### src/rtl/instr_sequencer.sv
`default_nettype none
// ============================================================================
// Module   : instr_sequencer
// Summary  : Fetches 9-bit instructions from synchronous program memory and
//            drives the control unit through a Run/Done handshake.
//            Optional WATCHDOG_EN adds a WAIT_DONE stall watchdog.
// Revision : 1.0
// ============================================================================
module instr_sequencer #(
    parameter int ADDR_W = 5
) (
    input  logic              clk,
    input  logic              Resetn,
    input  logic              Start,
    output logic [ADDR_W-1:0] MemAddr,
    input  logic [8:0]        MemData,
    output logic [8:0]        IR,
    output logic [8:0]        DIN,
    output logic              Run,
    input  logic              Done,
    output logic              Busy,
    output logic              Halted,
    output logic              Error,
    output logic [7:0]        InstrCount
);

    typedef enum logic [2:0] {
        S_IDLE      = 3'd0,
        S_FETCH     = 3'd1,
        S_DECODE    = 3'd2,
        S_FETCH_IMM = 3'd3,
        S_LATCH_IMM = 3'd4,
        S_ISSUE     = 3'd5,
        S_WAIT_DONE = 3'd6,
        S_HALT      = 3'd7
    } state_t;

    localparam logic [ADDR_W-1:0] PC_ONE = 1;

    state_t            state_q, state_d;
    logic [ADDR_W-1:0] pc_q, pc_d;
    logic [8:0]        ir_q, ir_d;
    logic [8:0]        din_q, din_d;
    logic              err_q, err_d;
    logic [7:0]        cnt_q, cnt_d;
`ifdef WATCHDOG_EN
    localparam logic [3:0] WD_LIMIT = 4'd15;
    logic [3:0]        wd_q, wd_d;
`endif

    always_comb begin
        state_d = state_q;
        pc_d    = pc_q;
        ir_d    = ir_q;
        din_d   = din_q;
        err_d   = err_q;
        cnt_d   = cnt_q;
`ifdef WATCHDOG_EN
        wd_d    = wd_q;
`endif
        case (state_q)
            S_IDLE, S_HALT: begin
                if (Start) begin
                    pc_d    = '0;
                    cnt_d   = '0;
                    err_d   = 1'b0;
                    state_d = S_FETCH;
                end
            end
            S_FETCH:     state_d = S_DECODE;
            S_DECODE: begin
                case (MemData[8:6])
                    3'd7:             state_d = S_HALT;
                    3'd4, 3'd5, 3'd6: begin
                        // Illegal words are skipped: flagged but never issued.
                        err_d   = 1'b1;
                        pc_d    = pc_q + PC_ONE;
                        state_d = S_FETCH;
                    end
                    3'd1: begin
                        ir_d    = MemData;
                        pc_d    = pc_q + PC_ONE;
                        state_d = S_FETCH_IMM;
                    end
                    default: begin
                        ir_d    = MemData;
                        state_d = S_ISSUE;
                    end
                endcase
            end
            S_FETCH_IMM: state_d = S_LATCH_IMM;
            S_LATCH_IMM: begin
                din_d   = MemData;
                state_d = S_ISSUE;
            end
            S_ISSUE: begin
`ifdef WATCHDOG_EN
                wd_d    = 4'd0;
`endif
                state_d = S_WAIT_DONE;
            end
            S_WAIT_DONE: begin
                if (Done) begin
                    pc_d    = pc_q + PC_ONE;
                    cnt_d   = cnt_q + 8'd1;
                    state_d = S_FETCH;
                end
`ifdef WATCHDOG_EN
                else if (wd_q == WD_LIMIT - 4'd1) begin
                    // Count is about to reach the limit: abandon the stalled instruction.
                    wd_d    = WD_LIMIT;
                    err_d   = 1'b1;
                    state_d = S_HALT;
                end else begin
                    wd_d    = wd_q + 4'd1;
                end
`endif
            end
            default:     state_d = S_IDLE;
        endcase
    end

    always_ff @(posedge clk or negedge Resetn) begin
        if (!Resetn) begin
            state_q <= S_IDLE;
            pc_q    <= '0;
            ir_q    <= '0;
            din_q   <= '0;
            err_q   <= 1'b0;
            cnt_q   <= '0;
        end else begin
            state_q <= state_d;
            pc_q    <= pc_d;
            ir_q    <= ir_d;
            din_q   <= din_d;
            err_q   <= err_d;
            cnt_q   <= cnt_d;
        end
    end

`ifdef WATCHDOG_EN
    always_ff @(posedge clk or negedge Resetn) begin
        if (!Resetn) begin
            wd_q <= 4'd0;
        end else begin
            wd_q <= wd_d;
        end
    end
`endif

    // Run decodes straight from the state register so reset drops it at once.
    assign Run        = (state_q == S_ISSUE);
    assign Busy       = (state_q != S_IDLE) && (state_q != S_HALT);
    assign Halted     = (state_q == S_HALT);
    assign MemAddr    = pc_q;
    assign IR         = ir_q;
    assign DIN        = din_q;
    assign Error      = err_q;
    assign InstrCount = cnt_q;

endmodule
`default_nettype wire

### config.mk
export PLATFORM = sky130hd
export DESIGN_NAME = instr_sequencer
export DESIGN_NICKNAME = d
export VERILOG_FILES = /design/src/rtl/instr_sequencer.sv
export SDC_FILE = /design/constraint.sdc
export NUM_CORES = 1
export LEC_CHECK = 0
export ABC_AREA = 1
export CAP_MARGIN = 30
export CORE_UTILIZATION = 50
export CTS_CLUSTER_SIZE = 12
export DETAILED_ROUTE_END_ITERATION = 10
export PLACE_DENSITY = 0.81
export SYNTH_ARGS = -nofsm -noshare
export SYNTH_HDL_FRONTEND = slang
export SYNTH_SLANG_ARGS = --single-unit
export TNS_END_PERCENT = 20
### constraint.sdc
create_clock -name clk -period 2 [get_ports clk]
set_clock_uncertainty 0.1 [all_clocks]
set_input_delay 0.5 -clock clk [delete_from_list [all_inputs] [get_ports clk]]
set_output_delay 0.5 -clock clk [all_outputs]
set_load 0.005 [all_outputs]
* Word-level counts from Yosys, hierarchy flattened
Index checks and enable logic that the tools add are counted.
** Operators by class
- $lt $le $gt $ge :: 0
- Shift operators :: 0
- Mux-type cells :: 14
- Bitwise logic cells :: 1
- Div/mod/pow operators :: 0
- Add/sub/neg operators :: 2
- Equal/unequal tests :: 17
- Multiply operators :: 0
- Reduce and logical (&&, ||, !) cells :: 15
** Operators by type and width (count)
- $eq 3x3->1 const B :: 8
- $pmux 3 s7 :: 1
- $mux 8 :: 2
- $pmux 8 s2 :: 1
- $mux 5 :: 3
- $pmux 5 s3 :: 1
- $pmux 3 s3 :: 1
- $add 8x1->8 const B :: 1
- $ne 2x2->1 const B :: 4
- $reduce_or 4->1 :: 2
- $eq 3x1->1 const B :: 2
- $eq 3x2->1 const B :: 2
- $mux 3 :: 2
- $reduce_and 3->1 :: 2
- $reduce_bool 3->1 :: 2
- $add 5x1->5 const B :: 1
- $reduce_and 2->1 :: 2
- $reduce_and 4->1 :: 1
- $reduce_bool 2->1 :: 2
- $logic_not 3->1 :: 1
- $ne 3x3->1 const B :: 1
- $reduce_or 3->1 :: 1
- $mux 1 :: 2
- $pmux 1 s2 :: 1
- 3 further kinds :: 3
** Storage, ports and cells
- ROM bits :: 0
- RAM bits :: 0
- Logic and storage cells :: 55
- Register bits :: 35
- Bits of input ports :: 13
- Memories kept :: 0
- Latch bits :: 0

* Logic depth before layout (Yosys ltp)
Gate-level depths: netlist (run 1).
- Depth after elaboration :: 4
- Mapped depth :: 8
- Depth with buffers taken out :: 8

* Worst setup path after synthesis (run 1)
Ideal clock, no wire load.
- Kind :: register to output
- From :: register state_q[1]
- To :: output port Busy
- Setup slack :: 0.583 ns
- Buffers on the path :: 1
- Arrival :: 0.817 ns
- Required time :: 1.400 ns
- Stages on the path, launching flop included :: 6
- Path through :: dfrtp_1 buf_4 nor2_1 nand2_1 nand2_1 inv_1
** On the way
- Cells in the longest elaborated chain, start to end :: 2
- Elaborated cells on any way between the ends :: 3
- Classes of those cells :: eq/ne: 1; reduce/logical: 2
** RTL lines
- start, declared :: RTL line 40 : state_t state_q, state_d;
- start signal, assigned :: RTL line 132 : state_q <= state_d;
- $ne 3x3->1 / $reduce_bool 3->1 (equally long branches) :: RTL line 153 : assign Busy = (state_q != S_IDLE) && (state_q != S_HALT);
- $logic_and 1x1->1 (*) :: RTL line 153
- end, declared :: RTL line 21 : output logic Busy,
Mark *: on every way between the ends. The rest lies on a longest branch, timed or not.

* Worst setup path after layout (run 1)
- From :: register state_q[0]
- To :: output port Halted
** On the way
- Cells in the longest elaborated chain, start to end :: 1
** RTL lines
- $eq 3x3->1 :: RTL line 154 : assign Halted = (state_q == S_HALT);
- end, declared :: RTL line 22 : output logic Halted,
Every way passes these cells.

==> impl_metrics.env, run 1 <==
export IMPL_reg2reg_to="IR[7]$_DFFE_PN0P_"
export IMPL_synth_compound_area_share_pct=12.0
export IMPL_synth_seq_area_share_pct=51.0
export IMPL_die_h_um=60.6
export IMPL_synthToLayoutAreaGrowth_pct=37.8
export IMPL_powerDensity_nw_per_um2=1190
export IMPL_synth_top_cell_area_share_pct=51.0
export IMPL_leakage_uw=0.00115
export IMPL_worstHoldStart="Error$_DFFE_PN0P_"
export IMPL_synth_area_um2=1720
export IMPL_cts_root_buf="clkbuf_4"
export IMPL_cp_arrival_ns=1.51
export IMPL_status="complete, but fails checks"
export IMPL_ant_nets=0
export IMPL_crit_type="flip-flop to primary output"
export IMPL_drt_pass1_iter_count=4
export IMPL_tightest_slew_ns=0.557
export IMPL_drive_gt1_share_pct=12.5
export IMPL_synthSimpleGateAreaFrac_pct=27.3
export IMPL_grt_max_degree=36
export IMPL_fillCellCount=259
export IMPL_crit_chain="nand3_2 > inv_1 > clkdlybuf4s50_1"
export IMPL_post_route_cell_area_um2=2360
export IMPL_synth_xor_area_share_pct=0.510
export IMPL_setup_tns_ns=-0.199
export IMPL_synthDistinctLibCells=21
export IMPL_numCtsBuffers=5
export IMPL_fmax_mhz=473
export IMPL_slew_headroom_pct=62.8
export IMPL_ys_warn_count=0
export IMPL_violations="negative setup slack"
export IMPL_cts_tree="yes"
export IMPL_hold_violations=0
export IMPL_r2r_start="state_q[0]$_DFFE_PN0P_"
export IMPL_ir_drop_v=0.000863
export IMPL_rsz0062_at_grt="yes"
export IMPL_gp_congestion=0.823
export IMPL_fin_ws_ns=-0.115
export IMPL_synthesis_nets=228
export IMPL_synth_top_area_cell="dfrtp_1"
export IMPL_diodes=0
export IMPL_std_cell_rows=20
export IMPL_clk_path_buf_depth=2
export IMPL_route_detailed_drc=0
export IMPL_slew_viol_final=0
export IMPL_hold_class="flip-flop to flip-flop"
export IMPL_cap_viol_max_count=0
export IMPL_muxShareOfSynthArea_pct=0
export IMPL_synth_ff_latch_count=35
export IMPL_nets=286
export IMPL_die_area_um2=3670
export IMPL_fp_coreArea_um2=3150
export IMPL_wirelength_um=3910
export IMPL_grt_total_usage_pct=23.2
export IMPL_cp_max_fo=6
export IMPL_htreeDepth=2
export IMPL_setup_violations=2
export IMPL_synth_fa_ha_area_share_pct=2.19
export IMPL_startpoint_type="flip-flop"
export IMPL_required_ns=1.40
export IMPL_io_pins=48
export IMPL_grt_antenna_before_repair=0
export IMPL_wl_per_cell_um=12.4
export IMPL_die_w_um=60.6
export IMPL_critical_path_buf_inv_count=2
export IMPL_end_kind="primary output"
export IMPL_r2r_worst_path_cells=7
export IMPL_via_per_inst=5.03
export IMPL_multi_input_area_um2=734
export IMPL_cts_sinks=35
export IMPL_cp_slowest_cell="clkdlybuf4s50_1"
export IMPL_io_buffer_count=47
export IMPL_path_clk_slew_ns=0.11
export IMPL_period_minus_slack_ns=2.11
export IMPL_place_inst=301
export IMPL_yosys_top_cells_area="dfrtp_1 51%, nand2_1 14%, o21ai_0 6.4%"
export IMPL_drtIter0Drc=95
export IMPL_final_common_cell="nand2_1"
export IMPL_total_power_uw=2810
export IMPL_route_vias_total=1585
export IMPL_holdPathStages=2
export IMPL_min_period_over_period_pct=106
export IMPL_grt_pass1_wl_um=6150
export IMPL_netlist_instances=212
export IMPL_crit_path_max_incr_delay_ns=0.50
export IMPL_layout_common_cells="62 x nand2_1, 45 x clkdlybuf4s50_1, 31 x dfrtp_1"
export IMPL_r2r_slack_ns=0.35
export IMPL_fin_cells=315
export IMPL_grt_pass1_vias=1422
export IMPL_synth_top_family_by_area="simple AND/OR/NAND/NOR gates"
export IMPL_grt_ovfl_total=0
export IMPL_seq_area_um2=881
export IMPL_clk_latency_ns=0.35
export IMPL_critPathTopFamily="buffers and inverters"
export IMPL_dpl_cell_area_um2=2230
export IMPL_hpwl_um=2680
export IMPL_cts_hold_buf=0
export IMPL_whs_endpoint="Error$_DFFE_PN0P_"
export IMPL_initial_utilization_pct=54.4
export IMPL_avgSynthCellArea_um2=8.10
==> logic make-up (layout without fill, tap and decap cells) <==
| family | Yosys count | in the layout |
|---|---|---|
| buf+inv | 28 | 87 |
| simple gates | 105 | 105 |
| fa+ha+maj | 3 | 3 |
| xor+xnor | 1 | 1 |
| compound gates | 40 | 40 |
| flops | 35 | 35 |
==> stage by stage <==
stage               util (%)  hold slack (ns)  setup WS (ns)
floorplan                  -            0.104          0.583
global placement        70.7            0.367          0.151
detailed placement      70.7            0.375          0.107
CTS                     74.2            0.398         -0.189
global route            75.0            0.429         -0.170
finish                  75.0            0.386         -0.115
==> metal layers <==
metal  GRT usage, %  routed length [um]  up-vias
met5              0                   0        -
met4           11.4                  85        0
met3           6.82                 268       10
met2           36.6                1810       51
met1           29.4                1750      716
li1               -                   -      808
==> sequential cells by signal (all words and copies together), names as in the netlist <==
| name | flops |
|---|---|
| InstrCount | 8 |
| DIN | 9 |
| MemAddr | 5 |
| state_q | 3 |
| Error | 1 |
| IR | 9 |
==> worst register-to-register path, delay by kind of cell (launching register included) <==
kind,cells,cell delay (ns)
AOI/OAI and AO/OA,1,0.07
DFF,1,0.49
and+or+nand+nor,4,0.64
buffers and inverters,2,0.23
==> worst max-delay path by stage <==
stage | from | endpoint | slack, ns | cells past startpoint
3_5_place_dp | state_q[1]$_DFFE_PN0P_ | Busy | 0.11 | 5
5_1_grt | state_q[0]$_DFFE_PN0P_ | Halted | -0.17 | 3
4_1_cts | state_q[1]$_DFFE_PN0P_ | Busy | -0.19 | 5
2_1_floorplan | state_q[1]$_DFFE_PN0P_ | Busy | 0.58 | 5
6_report | state_q[0]$_DFFE_PN0P_ | Halted | -0.11 | 3
3_3_place_gp | state_q[1]$_DFFE_PN0P_ | Busy | 0.15 | 5
==> area by class of cell <==
cell class,count,area share [%]
repair buffers,56,22.8
well taps,44,2.33
flip-flops and latches,35,37.2
inverters,23,3.65
clock buffers,8,2.91
multi-input cells,149,31.1
==> cells in the mapped netlist (all sizes together) <==
| master | instances |
|---|---|
| a21boi | 1 |
| a21oi | 4 |
| buf | 4 |
| clkbuf | 1 |
| dfrtp | 35 |
| ha | 3 |
| inv | 23 |
| nand2 | 69 |
| nand3 | 15 |
| nand3b | 3 |
| nand4 | 4 |
| nor2 | 12 |
| nor3 | 1 |
| o21ai | 34 |
| o21bai | 1 |
| or2 | 1 |
| xnor2 | 1 |
==> where the power goes <==
group	internal, uW	total, uW	leakage (uW)	switching (uW)
logic	653	1270	0.000660	619
clock network	207	446	0.0000386	239
registers	924	1090	0.000449	169
total	1780	2810	0.00115	1030
==> what timing repair did <==
| action | CTS | global route |
|---|---|---|
| pin swaps | 1 | 1 |
| endpoints found under the setup margin | 3 | 5 |
| gates cloned | 0 | 0 |
| resized for setup | 6 | 4 |
| buffers inserted | 4 | 2 |
| hold endpoints to repair | 0 | 0 |
Power figures use the tool's default switching activity.
==> inputs of run 2 (changes only) <==
- HOLD_SLACK_MARGIN: not set -> 0.03
==> results of run 2 <==
Final layout, timing and power as in run 1 (identical DEF).
